==> src/rtl/crypt_pkg.sv <==
// rtl/crypt_pkg.sv - shared constants and types for the LFSR crypt engine
package crypt_pkg;

    localparam logic [7:0] SPACE = 8'h20;

    localparam logic [7:0] TAPS [8] = '{8'he1, 8'hd4, 8'hc6, 8'hb8, 8'hb4, 8'hb2, 8'hfa, 8'hf3};

    typedef enum logic {
        ENC = 1'b0,
        DEC = 1'b1
    } crypt_mode_e;

    typedef enum logic [3:0] {
        IDLE,
        LD_PARAM,
        ENC_RD,
        ENC_WR,
        DEC_RD0,
        SEARCH,
        DEC_SKIP,
        DEC_WR,
        DONE
    } crypt_state_e;

endpackage

==> src/rtl/crypt_lfsr.sv <==
// rtl/crypt_lfsr.sv - loadable Fibonacci-style LFSR, shift left with parity feedback
module crypt_lfsr #(
    parameter int W = 8
) (
    input  logic         clk,
    input  logic         reset,
    input  logic         load_i,
    input  logic [W-1:0] init_i,
    input  logic         step_i,
    input  logic [W-1:0] ptrn_i,
    output logic [W-1:0] state_o
);

    logic [W-1:0] s_q;

    // load wins over step so a new candidate can be started in one cycle
    always_ff @(posedge clk) begin
        if (reset) begin
            s_q <= '0;
        end else if (load_i) begin
            s_q <= init_i;
        end else if (step_i) begin
            s_q <= {s_q[W-2:0], ^(s_q & ptrn_i)};
        end
    end

    assign state_o = s_q;

endmodule

==> src/rtl/lfsr_crypt_engine.sv <==
// rtl/lfsr_crypt_engine.sv - LFSR stream-cipher encrypt/decrypt engine on data_mem (optional CRYPT_DBG_EN)
module lfsr_crypt_engine
    import crypt_pkg::*;
#(
    parameter int DATA_W     = 8,
    parameter int ADDR_W     = 8,
    parameter int MSG_LEN    = 41,
    parameter int FRAME_LEN  = 64,
    parameter int SRC_BASE   = 0,
    parameter int PARAM_BASE = 41,
    parameter int DST_BASE   = 64,
    parameter int SEARCH_LEN = 8
) (
    input  logic              clk,
    input  logic              reset,
    input  logic              start,
    input  logic              mode,
    output logic              busy,
    output logic              done,
    output logic              err,
    output logic [ADDR_W-1:0] mem_addr,
    output logic              mem_wr,
    output logic [DATA_W-1:0] mem_wdata,
    input  logic [DATA_W-1:0] mem_rdata
`ifdef CRYPT_DBG_EN
    ,
    output logic [DATA_W-1:0] dbg_tap,
    output logic [DATA_W-1:0] dbg_init
`endif
);

    localparam logic [ADDR_W-1:0] SRC_A      = ADDR_W'(SRC_BASE);
    localparam logic [ADDR_W-1:0] PARAM_A    = ADDR_W'(PARAM_BASE);
    localparam logic [ADDR_W-1:0] DST_A      = ADDR_W'(DST_BASE);
    localparam logic [DATA_W-1:0] LAST_BYTE  = DATA_W'(FRAME_LEN - 1);
    localparam logic [DATA_W-1:0] FRAME_END  = DATA_W'(FRAME_LEN);
    localparam logic [DATA_W-1:0] SRCH_END   = DATA_W'(SEARCH_LEN);
    localparam logic [DATA_W-1:0] SKIP_START = DATA_W'(SEARCH_LEN + 1);
    localparam logic [DATA_W-1:0] MSG_LAST   = DATA_W'(MSG_LEN - 1);
    localparam logic [DATA_W:0]   MSG_LEN_W  = (DATA_W+1)'(MSG_LEN);

    crypt_state_e state_q, state_d;
    logic [1:0]        ph_q, ph_d;
    logic [DATA_W-1:0] cnt_q, cnt_d;
    logic [DATA_W-1:0] idx_q, idx_d;
    logic [2:0]        k_q, k_d;
    logic [DATA_W-1:0] pre_q, pre_d;
    logic [DATA_W-1:0] ptrn_q, ptrn_d;
    logic [DATA_W-1:0] init_q, init_d;
    logic [DATA_W-1:0] byte_q, byte_d;
    logic              err_q, err_d;

    logic              lfsr_load, lfsr_step;
    logic [DATA_W-1:0] lfsr_init, lfsr_s;
    logic [DATA_W-1:0] dec_byte;
    logic [DATA_W:0]   pre_end;
    logic              is_pad;
    logic [ADDR_W-1:0] src_addr;
    logic [2:0]        k_next;

    crypt_lfsr #(.W(DATA_W)) u_lfsr (
        .clk    (clk),
        .reset  (reset),
        .load_i (lfsr_load),
        .init_i (lfsr_init),
        .step_i (lfsr_step),
        .ptrn_i (ptrn_q),
        .state_o(lfsr_s)
    );

    assign dec_byte = mem_rdata ^ lfsr_s;
    assign pre_end  = {1'b0, pre_q} + MSG_LEN_W;
    assign is_pad   = ({1'b0, cnt_q} < {1'b0, pre_q}) || ({1'b0, cnt_q} >= pre_end);
    assign src_addr = SRC_A + ADDR_W'(cnt_q - pre_q);
    assign k_next   = k_q + 3'd1;

    // next-state, datapath and memory port decode; reads use ph 0 = addr, ph 1 = data
    always_comb begin
        state_d   = state_q;
        ph_d      = ph_q;
        cnt_d     = cnt_q;
        idx_d     = idx_q;
        k_d       = k_q;
        pre_d     = pre_q;
        ptrn_d    = ptrn_q;
        init_d    = init_q;
        byte_d    = byte_q;
        err_d     = err_q;
        lfsr_load = 1'b0;
        lfsr_step = 1'b0;
        lfsr_init = init_q;
        mem_addr  = '0;
        mem_wr    = 1'b0;
        mem_wdata = '0;
        case (state_q)
            IDLE, DONE: begin
                if (start) begin
                    err_d = 1'b0;
                    ph_d  = 2'd0;
                    cnt_d = '0;
                    idx_d = '0;
                    k_d   = '0;
                    state_d = (crypt_mode_e'(mode) == DEC) ? DEC_RD0 : LD_PARAM;
                end
            end
            LD_PARAM: begin
                mem_addr = PARAM_A + ADDR_W'(idx_q);
                if (ph_q == 2'd0) begin
                    ph_d = 2'd1;
                end else begin
                    ph_d  = 2'd0;
                    idx_d = idx_q + 1'b1;
                    case (idx_q[1:0])
                        2'd0:    pre_d  = mem_rdata;
                        2'd1:    ptrn_d = mem_rdata;
                        default: begin
                            init_d    = mem_rdata;
                            lfsr_load = 1'b1;
                            lfsr_init = mem_rdata;
                            state_d   = ENC_RD;
                        end
                    endcase
                end
            end
            ENC_RD: begin
                if (!is_pad) mem_addr = src_addr;
                if (ph_q == 2'd0) begin
                    if (is_pad) begin
                        byte_d  = SPACE;
                        state_d = ENC_WR;
                    end else begin
                        ph_d = 2'd1;
                    end
                end else begin
                    byte_d  = mem_rdata;
                    ph_d    = 2'd0;
                    state_d = ENC_WR;
                end
            end
            ENC_WR: begin
                mem_wr    = 1'b1;
                mem_addr  = DST_A + ADDR_W'(cnt_q);
                mem_wdata = byte_q ^ lfsr_s;
                lfsr_step = 1'b1;
                if (cnt_q == LAST_BYTE) begin
                    state_d = DONE;
                end else begin
                    cnt_d   = cnt_q + 1'b1;
                    state_d = ENC_RD;
                end
            end
            DEC_RD0: begin
                mem_addr = DST_A;
                if (ph_q == 2'd0) begin
                    ph_d = 2'd1;
                end else begin
                    ph_d      = 2'd0;
                    init_d    = mem_rdata ^ SPACE;
                    lfsr_load = 1'b1;
                    lfsr_init = mem_rdata ^ SPACE;
                    k_d       = '0;
                    ptrn_d    = TAPS[0];
                    idx_d     = DATA_W'(1);
                    state_d   = SEARCH;
                end
            end
            SEARCH: begin
                mem_addr = DST_A + ADDR_W'(idx_q);
                if (ph_q == 2'd0) begin
                    lfsr_step = 1'b1;
                    ph_d      = 2'd1;
                end else begin
                    ph_d = 2'd0;
                    if (dec_byte == SPACE) begin
                        if (idx_q == SRCH_END) begin
                            cnt_d   = SKIP_START;
                            state_d = DEC_SKIP;
                        end else begin
                            idx_d = idx_q + 1'b1;
                        end
                    end else if (k_q == 3'd7) begin
                        err_d   = 1'b1;
                        state_d = DONE;
                    end else begin
                        k_d       = k_next;
                        ptrn_d    = TAPS[k_next];
                        lfsr_load = 1'b1;
                        lfsr_init = init_q;
                        idx_d     = DATA_W'(1);
                    end
                end
            end
            DEC_SKIP: begin
                if (ph_q == 2'd0) begin
                    if (cnt_q == FRAME_END) begin
                        byte_d  = SPACE;
                        idx_d   = '0;
                        state_d = DEC_WR;
                    end else begin
                        mem_addr  = DST_A + ADDR_W'(cnt_q);
                        lfsr_step = 1'b1;
                        ph_d      = 2'd1;
                    end
                end else begin
                    mem_addr = DST_A + ADDR_W'(cnt_q);
                    ph_d     = 2'd0;
                    if (dec_byte == SPACE) begin
                        cnt_d = cnt_q + 1'b1;
                    end else begin
                        byte_d  = dec_byte;
                        idx_d   = '0;
                        state_d = DEC_WR;
                    end
                end
            end
            DEC_WR: begin
                case (ph_q)
                    2'd0: begin
                        mem_wr    = 1'b1;
                        mem_addr  = SRC_A + ADDR_W'(idx_q);
                        mem_wdata = byte_q;
                        if (idx_q == MSG_LAST) begin
                            state_d = DONE;
                        end else begin
                            idx_d = idx_q + 1'b1;
                            if (cnt_q < LAST_BYTE) begin
                                cnt_d = cnt_q + 1'b1;
                                ph_d  = 2'd1;
                            end else begin
                                byte_d = SPACE;
                            end
                        end
                    end
                    2'd1: begin
                        mem_addr  = DST_A + ADDR_W'(cnt_q);
                        lfsr_step = 1'b1;
                        ph_d      = 2'd2;
                    end
                    default: begin
                        mem_addr = DST_A + ADDR_W'(cnt_q);
                        byte_d   = dec_byte;
                        ph_d     = 2'd0;
                    end
                endcase
            end
            default: state_d = IDLE;
        endcase
    end

    // state and datapath registers
    always_ff @(posedge clk) begin
        if (reset) begin
            state_q <= IDLE;
            ph_q    <= '0;
            cnt_q   <= '0;
            idx_q   <= '0;
            k_q     <= '0;
            pre_q   <= '0;
            ptrn_q  <= '0;
            init_q  <= '0;
            byte_q  <= '0;
            err_q   <= 1'b0;
        end else begin
            state_q <= state_d;
            ph_q    <= ph_d;
            cnt_q   <= cnt_d;
            idx_q   <= idx_d;
            k_q     <= k_d;
            pre_q   <= pre_d;
            ptrn_q  <= ptrn_d;
            init_q  <= init_d;
            byte_q  <= byte_d;
            err_q   <= err_d;
        end
    end

    assign busy = (state_q != IDLE) && (state_q != DONE);
    assign done = (state_q == DONE);
    assign err  = err_q;

`ifdef CRYPT_DBG_EN
    logic [DATA_W-1:0] dbg_tap_q, dbg_init_q;
    logic              dbg_cap;

    assign dbg_cap = ((state_d == ENC_RD) && (state_q != ENC_RD)) ||
                     ((state_d == DEC_SKIP) && (state_q != DEC_SKIP));

    // snapshot the pattern/init actually used once the keystream is settled
    always_ff @(posedge clk) begin
        if (reset) begin
            dbg_tap_q  <= '0;
            dbg_init_q <= '0;
        end else if (dbg_cap) begin
            dbg_tap_q  <= ptrn_d;
            dbg_init_q <= init_d;
        end
    end

    assign dbg_tap  = dbg_tap_q;
    assign dbg_init = dbg_init_q;
`endif

endmodule

==> config.mk <==
export PLATFORM = sky130hd
export DESIGN_NAME = lfsr_crypt_engine
export DESIGN_NICKNAME = d
export VERILOG_FILES = /design/src/rtl/crypt_pkg.sv /design/src/rtl/crypt_lfsr.sv /design/src/rtl/lfsr_crypt_engine.sv
export SDC_FILE = /design/constraint.sdc
export NUM_CORES = 1
export LEC_CHECK = 0
export BUFFER_PORTS_ARGS = -buffer_cell sky130_fd_sc_hd__buf_2
export CAP_MARGIN = 20
export CORE_UTILIZATION = 40
export CTS_BUF_LIST = sky130_fd_sc_hd__clkbuf_16
export DETAILED_ROUTE_END_ITERATION = 10
export GPL_ROUTABILITY_DRIVEN = 0
export HOLD_SLACK_MARGIN = 0.15
export MAX_ROUTING_LAYER = met4
export PLACE_DENSITY = 0.58
export SYNTH_ARGS = -nofsm -noshare
export SYNTH_HDL_FRONTEND = slang
export SYNTH_HIERARCHICAL = 1
export SYNTH_SLANG_ARGS = --single-unit
==> constraint.sdc <==
create_clock -name clk -period 9.4 [get_ports clk]
set_input_delay 2.82 -clock clk [delete_from_list [all_inputs] [get_ports clk]]
set_output_delay 2.82 -clock clk [all_outputs]
set_load 0.05 [all_outputs]
; ---- Yosys cells after proc, flatten, opt, wreduce, memory -nomap -nowiden
; Memories as Yosys holds them, arrays and structs flattened.
; Cells that the tools add are included.
[word_totals]
reg_bits = 66
romBits = 64
input_bits = 12
out_inout_bits = 20
elab_cells = 211
mem_count = 1
[op_classes]
add_sub_neg = 8
order_cmp = 4
n_eq_ne = 48
mux = 106
n_bitwise = 6
n_reduce_logical = 27
[memory_table]
columns = name, depth, word_bits, read_ports, rd_clocked_by_memory_dff, wr, line
row1 = (name not given), 8, 8, 1, 0, 0, lfsr_crypt_engine.sv:186  ; ptrn_d = TAPS[k_next];
[op_table]
columns = operator, n
row1 = two-way mux 8 bit, 46
row2 = two-way mux 4 bit, 16
row3 = one-hot mux 8 bit (7 select lines), 1
row4 = one-hot mux 8 bit (2 select lines), 3
row5 = one-hot mux 8 bit (3 select lines), 2
row6 = one-hot mux 8 bit (6 select lines), 1
row7 = one-hot mux 8 bit (5 select lines), 1
row8 = inequality test 2 bit (second input constant), 19
row9 = inequality test 3 bit (second input constant), 12
row10 = one-hot mux 4 bit (8 select lines), 1
row11 = equality test 8 x 6 -> 1 bit (second input constant), 3
row12 = AND reduction 11 bit, 2
row13 = two-way mux 3 bit, 6
row14 = adder 7 x 8 -> 8 bit (first input constant), 2
row15 = adder 8 x 1 -> 8 bit (second input constant), 2
row16 = equality test 4 x 3 -> 1 bit (second input constant), 4
row17 = XOR 8 bit, 2
row18 = two-way mux 1 bit, 15
row19 = two-way mux 2 bit, 7
row20 = AND reduction 7 bit, 2
row21 = AND reduction 12 bit, 1
row22 = AND reduction 6 bit, 2
row23 = one-hot mux 2 bit (5 select lines), 1
row24 = nonzero test 5 bit, 2
row25 = 37 further kinds, 46

; ---- Depth between registers and ports, before layout
[depth]
ltp_word = 9
ltp_mapped = 14
mapped_depth_nobuf = 13

; ---- Modules after synthesis
; Netlist, hierarchy kept.
[by_module_without_submodules]
columns = module, n_inst, cells_per_inst, area_per_inst_um2, seq_area_each_um2
row1 = lfsr_crypt_engine, 1, 636, 4840.9, 1161.1
row2 = crypt_lfsr, 1, 60, 454.2, 160.2

; ---- Worst setup path before layout
; Ideal clock, no wire load.
[synth_path]
path_kind = register to output
from = register pre_q[0]
to = output mem_addr[7]
arrival_ns = 3.645
required_ns = 6.580
path_slack_ns = 2.935
path_stages_with_launch = 13
n_path_buf = 1
path_cell_list = dfxtp_1 -> ha_1 -> a21o_1 -> a21oi_1 -> xnor2_1 -> ha_1 -> a211oi_1 -> o21ai_0 -> a21oi_1 -> o22ai_1 -> or4_1 -> clkbuf_1 -> o31ai_1
[synth_between]
elab_chain_len = 5
elab_cells_between_ends = 7
classes_between = add/sub (2) / order compare (2) / mux (2) / reduce/logical (1)
[synth_rtl]
columns = element, line
row1 = "start, declared", lfsr_crypt_engine.sv:47  ; logic [DATA_W-1:0] pre_q, pre_d;
row2 = "start signal, assigned", lfsr_crypt_engine.sv:269  ; pre_q <= pre_d;
row3 = adder 8 x 6 -> 9 bit, lfsr_crypt_engine.sv:72  ; assign pre_end = {1'b0, pre_q} + MSG_LEN_W;
row4 = greater-or-equal comparator 8 x 9 -> 1 bit, lfsr_crypt_engine.sv:73  ; assign is_pad = ({1'b0, cnt_q} < {1'b0, pre_q}) || ({1'b0, cnt_q} >= pre_end);
row5 = logical OR 1 bit, lfsr_crypt_engine.sv:73
row6 = two-way mux 8 bit (*), lfsr_crypt_engine.sv:126  ; if (!is_pad) mem_addr = src_addr;
row7 = one-hot mux 8 bit (7 select lines) (*), lfsr_crypt_engine.sv:95  ; case (state_q)
row8 = "end, declared", lfsr_crypt_engine.sv:21  ; output logic [ADDR_W-1:0] mem_addr,
; Every way passes the cells marked *; elsewhere a longest branch is shown, timed or not.

; ---- Worst setup path after layout
; Ends and elaborated chain as after synthesis.

==> results.yml <==
finish:
  multiInputGateArea_mm2: 0.003669
  final_common_cell: "nand2_1"
  fill_cells: 1306
  seq_area_mm2: 0.001321
  stdcell_area_mm2: 0.005818
  final_cells: 881
  drive_above_1_share_pct: 10.86
  syn_to_final_growth_pct: 9.877
  diodes: 0
  final_net_count: 748
  fin_util_pct: 45.55
  layout_common_cells: "nand2_1, nor2_1, dfxtp_1, o21ai_0, a21oi_1"
global_route:
  grt_pass1_vias: 4796
  grt_max_degree: 53
  grt_overflow: 0
  grt_antenna_before_repair: 0
  grt_usage_pct: 25.54
  grt_pass1_wl_um: 25610
setup_path:
  cp.required_ns: 6.58
  path_max_fanout: 8
  cp-start-kind: "flip-flop"
  worstSetupEndpointType: "output port"
  crit-reg2reg-launch: "state_q[0]"
  path_class: "flip-flop to output port"
  arrival_ns: 3.69
  crit_start: "pre_q[0]"
logic_synthesis:
  postSynthCellCount: 696
  synth_top_flop_cell: "dfxtp_1"
  synth_nets: 740
  synth_top_area_share_pct: 24.95
  seq_area_frac_synth_pct: 24.95
  synth_edf_count: 0
  synth.cell_area_mm2: 0.005295
  yosys_register_bits: 66
  synth_cell_type_count: 73
  yosys.area.top_type: "dfxtp_1"
  yosysWarnings: 6
  ys_top_cells_by_area: "dfxtp_1, ha_1, nand2_1"
  synthArstFlopShare_pct: 0
  synth_area_per_cell_um2: 7.608
floorplan:
  die_h_um: 117.1
  die_x_um: 117.1
  num_rows: 41
  core_mm2: 0.01277
  die-area_mm2: 0.01370
  start_util_pct: 41.45
  ioPinCount: 32
clocking:
  clock_path_buffers: 2
  cts_setup_buffers: 0
  insertion_delay_ns: 0.35
  cts.sinks: 66
  htreeDepth: 3
  cts_buffers: 9
  ctsHoldBuffers: 0
  root_buffer: "clkbuf_16"
  cts_resized: 0
  cts_tree: "yes"
  clkTransAtPathRegs_ns: 0.06
pwr:
  p_leak_nw: 2.155
  pwr_density_cell_mw_per_mm2: 205.9
  vdd_drop_max_mv: 0.1173
  power_mw: 1.198
hold_path:
  hold_path_startpoint: "byte_q[6]"
  min_path_type: "flip-flop to flip-flop"
sta:
  slew_headroom_pct: 29.47
  setup_ws_ns: 2.888
  setup_violations: 0
  clock_skew_ns: 0.006682
  rsz0062_at_grt: "false"
  max_freq_ghz: 0.1536
  holdWs_ns: 0.4875
  drv_slew: 0
  post-route-min-period_ns: 6.512
  tightest_slew_ns: 1.057
  fin_crit_sh_pct: 69.28
  hold_violations: 0
  tns_ns: 0
routing:
  firstDrtPassIters: 7
  post_drt_wl_per_cell_um: 18.47
  vias_per_cell: 6.016
  postRouteAntennaNets: 0
  drt_iter0_markers: 534
  via_count: 5300
  route.detailed.drc: 0
  wl_um: 16270
place:
  dp_slack_ns: 3.298
  place_hpwl_um: 11810
  place_area_mm2: 0.005514
  port_buffers: 31
  dp_cells: 864
status:
  status: "finished clean"
job:
  cap_violations: 0
worst max-delay path, stage by stage, from the launching register on:
cell	delay [ns]
dfxtp_1	0.37
inv_1	0.09
nor3_1	0.30
nor2_1	0.07
nor2_1	0.17
o21ai_0	0.14
xnor2_1	0.16
ha_1	0.20
a211oi_1	0.16
o21ai_0	0.12
a21oi_1	0.19
o22ai_1	0.15
or4_1	0.65
o31ai_1	0.29
buf_2	0.29
final cells by class:
type | count | area share, %
clock buffers | 9 | 3.871
flip-flops and latches | 66 | 22.71
clock inverters | 7 | 1.226
multi-input cells | 558 | 63.05
inverters | 33 | 2.129
repair buffers | 36 | 3.312
well taps | 172 | 3.699
path summary, 6_finish.rpt:
kind / endpoint / slack [ns] / cells after the start
setup / recovery: mem_addr[7] / 2.89 / 14
hold / removal: byte_q[6] / 0.49 / 2
setup reg to reg: u_lfsr/state_o[0] / 6.04 / 9
hold reg to reg: byte_q[6] / 0.49 / 2
per-layer routing:
| layer | vias to the layer above | global-route usage, % | part of all wire, % |
|---|---|---|---|
| met4 | 0 | 11.39 | 3.0 |
| met3 | 41 | 4.531 | 4.9 |
| li1 | 2554 | - | - |
| met5 | - | - | 0 |
| met2 | 161 | 38.15 | 44 |
| met1 | 2544 | 33.62 | 48 |
registers in the layout, summed over array words and instances, names as in the netlist:
register,cells
byte_q,8
err,1
ph_q,2
cnt_q,8
u_lfsr/state_o,8
idx_q,8
pre_q,8
ptrn_q,8
k_q,3
init_q,8
state_q,4
cells by family after synthesis:
kind of cell               synth area share [%]
muxes                                     6.853
and+or+nand+nor                           23.09
DFF                                       24.95
buffers and inverters                     5.860
xor gates and xnor gates                  5.955
adders and majority gates                 7.703
AOI/OAI and AO/OA                         25.59
cells in the mapped netlist, types with 7 or more instances:
| master | number |
|---|---|
| dfxtp_1 | 66 |
| mux2i_1 | 25 |
| clkbuf_1 | 25 |
| a21oi_1 | 37 |
| and2_1 | 14 |
| and3_1 | 12 |
| buf_2 | 7 |
| mux2_2 | 10 |
| nor2_1 | 77 |
| a31oi_1 | 12 |
| xnor2_1 | 24 |
| nand2_1 | 81 |
| ha_1 | 31 |
| inv_1 | 32 |
| nand3_1 | 21 |
| o311ai_0 | 10 |
| o21ai_0 | 51 |
| a211oi_1 | 14 |
| xor2_1 | 12 |
| nor3_1 | 12 |
| o32ai_1 | 11 |
power by group:
part | switching, mW | total, mW | internal [mW]
clock network | 0.135 | 0.339 | 0.205
logic | 0.345 | 0.522 | 0.177
registers | 0.0368 | 0.337 | 0.300
total | 0.516 | 1.20 | 0.682
Power figures use the tool's default switching activity.
